--- src/rtl/wave_dac_spi_if.sv ---
// wave_dac_spi_if: sample handshake between wave_gen and wave_dac_spi.
// master drives sample/valid, slave answers with ready.
interface wave_dac_spi_if #(
  parameter int WIDTH = 24
);
  logic [WIDTH-1:0] sample;
  logic             valid;
  logic             ready;

  modport master (
    output sample,
    output valid,
    input  ready
  );

  modport slave (
    input  sample,
    input  valid,
    output ready
  );
endinterface

--- src/rtl/wave_dac_spi.sv ---
// wave_dac_spi: serializes signed samples to an SPI DAC (mode 0, MSB first).
// Define WAVE_DAC_LDAC_EN to add the o_ldac_n load strobe after each frame.
module wave_dac_spi #(
  parameter int                  WIDTH    = 24,
  parameter int                  CMD_BITS = 8,
  parameter logic [CMD_BITS-1:0] CMD_WORD = 8'h30,
  parameter int                  CLK_DIV  = 4,
  parameter int                  CS_IDLE  = 2
) (
  input  logic          i_clk,
  input  logic          i_rst,
  wave_dac_spi_if.slave bus,
  output logic          o_sclk,
  output logic          o_cs_n,
  output logic          o_mosi,
  output logic          o_busy,
`ifdef WAVE_DAC_LDAC_EN
  output logic          o_ldac_n,
`endif
  output logic          o_frame_done
);

  localparam int N = CMD_BITS + WIDTH;
`ifdef WAVE_DAC_LDAC_EN
  localparam int HOLD_LEN = CS_IDLE + CLK_DIV;
`else
  localparam int HOLD_LEN = CS_IDLE;
`endif
  localparam int DIV_W = $clog2(CLK_DIV + 1);
  localparam int BIT_W = $clog2(N);
  localparam int HC_W  = $clog2(HOLD_LEN + 1);

  localparam logic [WIDTH-1:0] SIGN = {1'b1, {(WIDTH-1){1'b0}}};

  typedef enum logic [1:0] {
    IDLE,
    SETUP,
    SHIFT,
    HOLD
  } state_t;

  state_t           state, state_n;
  logic [N-1:0]     sh, sh_n;
  logic [DIV_W-1:0] div, div_n;
  logic [BIT_W-1:0] bcnt, bcnt_n;
  logic [HC_W-1:0]  hcnt, hcnt_n;
  logic             sclk, sclk_n;
  logic             div_end;
  logic             active;

  assign div_end = (div == DIV_W'(CLK_DIV - 1));

  always_ff @(posedge i_clk) begin
    if (i_rst) begin
      state <= IDLE;
      sh    <= '0;
      div   <= '0;
      bcnt  <= '0;
      hcnt  <= '0;
      sclk  <= 1'b0;
    end else begin
      state <= state_n;
      sh    <= sh_n;
      div   <= div_n;
      bcnt  <= bcnt_n;
      hcnt  <= hcnt_n;
      sclk  <= sclk_n;
    end
  end

  always_comb begin
    state_n = state;
    sh_n    = sh;
    div_n   = div;
    bcnt_n  = bcnt;
    hcnt_n  = hcnt;
    sclk_n  = sclk;
    unique case (state)
      IDLE: begin
        if (bus.valid) begin
          state_n = SETUP;
          sh_n    = {CMD_WORD, bus.sample ^ SIGN};
          div_n   = '0;
          bcnt_n  = BIT_W'(N - 1);
          hcnt_n  = '0;
          sclk_n  = 1'b0;
        end
      end
      SETUP: begin
        if (div_end) begin
          div_n   = '0;
          sclk_n  = 1'b1;
          state_n = SHIFT;
        end else begin
          div_n = div + 1'b1;
        end
      end
      SHIFT: begin
        if (!div_end) begin
          div_n = div + 1'b1;
        end else begin
          div_n = '0;
          // falling edge advances data; end of low half decides next bit
          if (sclk) begin
            sclk_n = 1'b0;
            sh_n   = {sh[N-2:0], 1'b0};
          end else if (bcnt == '0) begin
            state_n = HOLD;
            hcnt_n  = '0;
          end else begin
            bcnt_n = bcnt - 1'b1;
            sclk_n = 1'b1;
          end
        end
      end
      HOLD: begin
        if (hcnt == HC_W'(HOLD_LEN - 1)) begin
          state_n = IDLE;
        end else begin
          hcnt_n = hcnt + 1'b1;
        end
      end
      default: state_n = IDLE;
    endcase
  end

  assign active       = (state == SETUP) || (state == SHIFT);
  assign o_sclk       = sclk;
  assign o_cs_n       = !active;
  assign o_mosi       = active && sh[N-1];
  assign o_busy       = (state != IDLE);
  assign bus.ready    = (state == IDLE);
  assign o_frame_done = (state == HOLD) && (hcnt == '0);
`ifdef WAVE_DAC_LDAC_EN
  assign o_ldac_n = !((state == HOLD) && (hcnt >= HC_W'(CS_IDLE)));
`endif

endmodule

--- src/flat_wrapper.sv ---
// flat-port wrapper written by rule: the top's interface ports become plain ports
module wave_dac_spi_flat 
#(
  parameter int                  WIDTH    = 24,
  parameter int                  CMD_BITS = 8,
  parameter logic [CMD_BITS-1:0] CMD_WORD = 8'h30,
  parameter int                  CLK_DIV  = 4,
  parameter int                  CS_IDLE  = 2
)
  (i_clk, i_rst, o_sclk, o_cs_n, o_mosi, o_busy, o_frame_done, bus_sample, bus_valid, bus_ready);
  wave_dac_spi_if #(.WIDTH(WIDTH)) bus_i ();
  input  logic i_clk;
  input  logic i_rst;
  output logic o_sclk;
  output logic o_cs_n;
  output logic o_mosi;
  output logic o_busy;
  output logic o_frame_done;
  input wire logic [$bits(bus_i.sample)-1:0] bus_sample;
  input wire logic [$bits(bus_i.valid)-1:0] bus_valid;
  output wire logic [$bits(bus_i.ready)-1:0] bus_ready;
  assign bus_i.sample = bus_sample;
  assign bus_i.valid = bus_valid;
  assign bus_ready = bus_i.ready;
  wave_dac_spi #(.WIDTH(WIDTH), .CMD_BITS(CMD_BITS), .CMD_WORD(CMD_WORD), .CLK_DIV(CLK_DIV), .CS_IDLE(CS_IDLE)) u_core (.i_clk(i_clk), .i_rst(i_rst), .bus(bus_i), .o_sclk(o_sclk), .o_cs_n(o_cs_n), .o_mosi(o_mosi), .o_busy(o_busy), .o_frame_done(o_frame_done));
endmodule
--- config.mk ---
export PLATFORM = sky130hd
export DESIGN_NAME = wave_dac_spi_flat
export DESIGN_NICKNAME = d
export VERILOG_FILES = /design/src/rtl/wave_dac_spi_if.sv /design/src/rtl/wave_dac_spi.sv /design/src/flat_wrapper.sv
export SDC_FILE = /design/constraint.sdc
export NUM_CORES = 1
export LEC_CHECK = 0
export BUFFER_PORTS_ARGS = -buffer_cell sky130_fd_sc_hd__buf_2
export CORE_MARGIN = 2
export CORE_UTILIZATION = 51
export CTS_CLUSTER_DIAMETER = 40
export DETAILED_ROUTE_END_ITERATION = 12
export PLACE_DENSITY = 0.78
export SYNTH_ARGS = -nofsm -noshare
export SYNTH_HDL_FRONTEND = slang
export SYNTH_SLANG_ARGS = --single-unit
--- constraint.sdc ---
create_clock -name i_clk -period 1.9 [get_ports i_clk]
set_input_delay 0.095 -clock i_clk [delete_from_list [all_inputs] [get_ports i_clk]]
set_output_delay 0.095 -clock i_clk [all_outputs]
set_load 0.02 [all_outputs]
==> flow_summary_export.csv, run 1 <==
group,metric,value,unit
status,outcome,"finished, final reports clean",
place,placed_cells,326,
timing,rsz0062_at_grt,"false",
clocking,cts_sinks,45,
global_routing,grt_pass1_wl,7130,um
logic_synthesis,synth_compound_area_share,20.6,%
clocking,cts_tree,"done",
logic_synthesis,synthArstFlopShare,0,%
routing,initialDrtViolationCount,78,
logic_synthesis,synth_cell_types,39,
power,p_leak,1.01,nW
finish,final_cells,334,
logic_synthesis,syn_avg_cell_area,8.91,um^2
logic_synthesis,synth_top_family_by_area,"compound AO/OA/AOI/OAI gates",
worst_setup_path,cp_data_arrival_time,1.95,ns
global_routing,grt_util_all_layers,17.8,%
logic_synthesis,yosysTopAreaCellShare,40.4,%
logic_synthesis,synthCells,250,
routing,vias,1816,
place,io_buffer_count,32,
clocking,cts_hold_buf,0,
min_path,hp-class,"input pin to flop",
clocking,htreeDepth,2,
worst_setup_path,worst_setup_path_end_kind,"flop",
clocking,clk_pin_slew,0.09,ns
logic_synthesis,synth.largest_area_cell,"dfxtp_1",
logic_synthesis,syn_nets,286,
clocking,cts_made_buffers,5,
logic_synthesis,ys_seq_area_share,40.4,%
logic_synthesis,ys_warn_count,0,
clocking,worstSkewPairLatency,0.30,ns
routing,wirelength,4180,um
global_routing,overflow,0,
die,num_io_pins,33,
timing,whs,0.123,ns
timing,slew_headroom,58.4,%
timing,drv_slew,0,
timing,finalSetupTns,0,ns
timing,worst_pin_slew,0.624,ns
die,die_area,4910,um^2
routing,ant_nets,0,
clocking,ctsRootBufferMaster,"clkbuf_8",
finish,multi_input_area,1230,um^2
worst_setup_path,worstPathRequired,2.06,ns
die,die_y,70.1,um
logic_synthesis,ys.flop_type,"dfxtp_1",
routing,drc,0,
logic_synthesis,synth_edf_count,0,
global_routing,grt_max_degree,42,
finish,fill_cells,381,
routing,wl_per_cell,12.5,um
finish,n_antenna_cell,0,
die,core_region_area,4290,um^2
logic_synthesis,synth_common_cells,"45 x dfxtp_1, 32 x nor2_1, 24 x a211oi_1, 23 x mux2i_1, 18 x a21oi_1",
global_routing,grt_pass1_vias,1671,
logic_synthesis,synthSimpleGateAreaFrac,18.3,%
timing,period_needed,1.79,ns
timing,finalClockSkew,0.00320,ns
timing,setup_viol,0,
worst_setup_path,cp_max_fo,5,
timing,fmax,559,MHz
power,ir_drop,0.000748,V
worst_setup_path,crit_family,"compound AO/OA/AOI/OAI gates",
clocking,cts_buffer_depth,2,
worst_setup_path,start_kind,"flop",
power,power_density,1690,nW/um^2
routing,dr.pass1.iters,4,
finish,syn_to_final_growth,16.4,%
global_routing,antenna_found_initial,0,
finish,drive_gt1_share,20.9,%
timing,hold_viol,0,
timing,finalCritPeriodShare,94.2,%
flow_run,drv_cap,0,
worst_setup_path,crit_slowest_cell,"or3b_4",
logic_synthesis,ys_ff_latch,45,
place,gp_congestion,0.821,
die,die_w,70.1,um
routing,avgViaCountPerCell,5.44,
logic_synthesis,synth_area_leaders,"dfxtp_1 40%, mux2i_1 10%, a211oi_1 8.1%",
die,initial_utilization,51.9,%
die,row_count,24,
logic_synthesis,yosysMostFrequentCell,"dfxtp_1",
worst_setup_path,worstPathCellList,"ha_2 > or3b_4 > a211o_1 > o31ai_1 > a21oi_1",
worst_setup_path,critPathMaxStageDelay,0.42,ns
place,place_hpwl,2970,um
finish,fin_nets,317,
worst_setup_path,cp.buffers_inverters,0,
logic_synthesis,synthAdderAreaFrac,5.05,%
logic_synthesis,netlist_area,2230,um^2
finish,regArea,901,um^2
worst_setup_path,path_class,"flop to flop",
logic_synthesis,synth_xor_area_share,0,%
logic_synthesis,synth.area.mux_share,10.3,%
[layout make-up]
| type | count | area share, % |
|---|---|---|
| Multi-Input combinational cell | 176 | 47.3 |
| Inverter | 13 | 1.88 |
| Timing Repair Buffer | 40 | 8.97 |
| Clock inverter | 2 | 1.45 |
| Sequential cell | 45 | 34.7 |
| Clock buffer | 6 | 3.18 |
| Tap cell | 52 | 2.51 |
[stage by stage]
stage	area (um^2)	power, W	setup slack, ns	utilization, %
finish	2590	0.00439	0.111	60.4
global route	2590	0.00473	0.00554	60.4
CTS	2590	0.00441	0.0631	60.2
detailed placement	2470	0.00363	0.0886	57.4
global placement	2470	0.00359	0.157	57.4
floorplan	2230	0.00312	0.00701	-
[flip-flops by register name (all words and copies together) (netlist names)]
signal / cells
u_core.div: 3
u_core.hcnt: 2
u_core.o_sclk: 1
u_core.bcnt: 5
u_core.sh: 32
u_core.state: 2
[timing repair]
| item | in CTS | in global routing |
|---|---|---|
| setup endpoints to repair | 0 | 27 |
| setup buffers | 0 | 0 |
| gates resized for setup | 0 | 2 |
[metal layers]
| metal | GRT usage (%) | share of wire [%] |
|---|---|---|
| met4 | 6.41 | 1.5 |
| met2 | 30.1 | 46 |
| met3 | 4.62 | 3.8 |
| met5 | 0 | 0 |
| met1 | 21.9 | 49 |
[cells by family after synthesis]
logic type	Yosys count
and+or+nand+nor	77
AOI/OAI and AO/OA	67
DFF	45
buffers and inverters	29
muxes	23
adders and majority gates	9
[worst paths after layout]
path	startpoint	end	slack [ns]	cells past startpoint
max	u_core.div[0]	u_core.bcnt[4]	0.11	5
min	bus_sample[12]	u_core.sh[12]	0.12	3
max reg2reg	u_core.div[0]	u_core.bcnt[4]	0.11	5
min reg2reg	u_core.sh[23]	u_core.sh[24]	0.47	2
[report_power, final]
part / switching (W) / internal, W / total, W
clock: 0.000336 / 0.000428 / 0.000763
sequential: 0.000221 / 0.00132 / 0.00154
combinational: 0.00116 / 0.000929 / 0.00209
total: 0.00172 / 0.00267 / 0.00439
[worst register-to-register path: stages (launching register included)]
cell	delay, ns
dfxtp_1	0.36
ha_2	0.22
or3b_4	0.42
a211o_1	0.36
o31ai_1	0.21
a21oi_1	0.09
[placed cells by master, fill, tap and decap left out, types with 10 or more instances in the layout]
master	count
buf_2	32
inv_1	13
nor2_1	32
a211oi_1	24
nand2_1	10
dfxtp_1	45
a21oi_1	18
mux2i_1	23
nand2b_1	11
(Power assumes the default switching activity.)
==> inputs of run 2 (changes only) <==
PLACE_DENSITY = 0.75   (was 0.78)
==> run 2 against run 1 <==
Net effect: clock skew grew 0.0017 ns; fmax shrank 0.64%; clock power shrank 5.6%; sequential share of layout area shrank 0.25 points; critical path type unchanged; critical endpoint is now u_core.o_sclk.
==> flow_summary_export.csv, run 2 (synthesis results as in run 1) <==
group,metric,value,unit
routing,ant_nets,0,
die,core_region_area,4290,um^2
finish,layout_commonest_cell,"dfxtp_1",
clocking,clk_pin_slew,0.08,ns
finish,regMostFlops,"u_core.sh",
clocking,cts_hold_buf,0,
clocking,ctsRootBufferMaster,"clkbuf_8",
timing,hold_viol,0,
power,p_leak,1.02,nW
die,die_w,70.1,um
place,gp_congestion,0.839,
timing,finalClockSkew,0.00493,ns
finish,largest_reg_flops,32,
die,row_count,24,
worst_setup_path,worst_setup_path_end_kind,"flop",
worst_setup_path,path_class,"flop to flop",
power,ir_drop,0.00119,V
place,place_hpwl,3050,um
routing,drc,0,
finish,final_cells,334,
routing,dr.pass1.iters,4,
finish,n_antenna_cell,0,
timing,rsz0062_at_grt,"true",
clocking,cts_sinks,45,
routing,wirelength,4610,um
status,outcome,"finished, final reports clean",
timing,period_needed,1.80,ns
die,die_y,70.1,um
timing,slew_headroom,61.7,%
global_routing,grt_util_all_layers,19.4,%
routing,initialDrtViolationCount,51,
place,io_buffer_count,32,
global_routing,grt_max_degree,51,
finish,fin_nets,318,
worst_setup_path,cp_data_arrival_time,2.04,ns
place,pre_cts_slack,0.0572,ns
die,initial_utilization,51.9,%
clocking,cts_buffer_depth,2,
finish,syn_to_final_growth,17.4,%
clocking,cts_tree,"done",
finish,most-common-layout-cells,"44 x dfxtp_1, 32 x nor2_1, 32 x buf_2, 24 x a211oi_1, 23 x mux2i_1",
timing,finalSetupTns,0,ns
timing,fmax,555,MHz
flow_run,drv_cap,0,
global_routing,antenna_found_initial,0,
routing,avgViaCountPerCell,5.60,
clocking,cts_made_buffers,5,
timing,finalCritPeriodShare,94.8,%
global_routing,grt_pass1_wl,7940,um
power,power_density,1710,nW/um^2
die,die_area,4910,um^2
die,num_io_pins,33,
timing,worst_slack,0.0992,ns
clocking,cts_setup_buffers,0,
global_routing,grt_pass1_vias,1871,
timing,whs,0.0506,ns
finish,drive_gt1_share,21.3,%
worst_setup_path,worstPathRequired,2.13,ns
timing,setup_viol,0,
place,placed_cells,326,
power,power,0.00448,W
timing,worst_pin_slew,0.567,ns
global_routing,overflow,0,
timing,drv_slew,0,
worst_setup_path,cp_max_fo,8,
finish,reg.largest.list,"u_core.sh: 32 flops, u_core.bcnt: 5 flops, u_core.div: 3 flops",
clocking,ctsResizeCount,0,
routing,vias,1871,
worst_setup_path,start_kind,"flop",
min_path,hp-class,"input pin to flop",
clocking,htreeDepth,2,
clocking,worstSkewPairLatency,0.30,ns
routing,wl_per_cell,13.8,um
[run 2: final timing paths]
kind,from,to,slack [ns],depth (start not counted)
min reg2reg,u_core.sh[30],u_core.sh[31],0.46,2
max,u_core.state[0],u_core.o_sclk,0.1,6
min,i_rst,u_core.div[1],0.05,2
max reg2reg,u_core.state[0],u_core.o_sclk,0.1,6
[run 2: final cells by class]
type,instances,area [um^2]
clock buffers,5,68.8
clock inverters,2,38.8
fillers,388,1680
inverters,13,48.8
multi-input cells,176,1230
flip-flops and latches,45,902
well taps,52,65.1
repair buffers,41,258
[run 2: layer usage]
layer  part of all wire, %  track usage, %  vias up  routed length (um)
met5                     0               0        -                   0
met4                  0.65            5.56        0                  30
met3                   4.4            4.62        4                 203
met2                    49            33.1       42                2250
met1                    46            24.5      875                2130
li1                      -               -      950                   -
[run 2: worst max-delay path, stage by stage (launching register included)]
cell     delay (ns)
dfxtp_2        0.38
inv_1          0.07
ha_2           0.24
or2_1          0.27
a211o_1        0.32
or3_1          0.34
a21oi_1        0.12
[run 2: where the power goes]
group | switching (W) | total, W | internal, W
sequential | 0.000240 | 0.00156 | 0.00132
clock | 0.000331 | 0.000720 | 0.000390
combinational | 0.00122 | 0.00221 | 0.000984
total | 0.00179 | 0.00448 | 0.00269
[run 2: stage by stage]
step | utilization, % | cell area (um^2)
global placement | 57.4 | 2470
floorplan | - | 2230
finish | 60.9 | 2620
detailed placement | 57.4 | 2470
global route | 60.9 | 2620
CTS | 59.9 | 2570
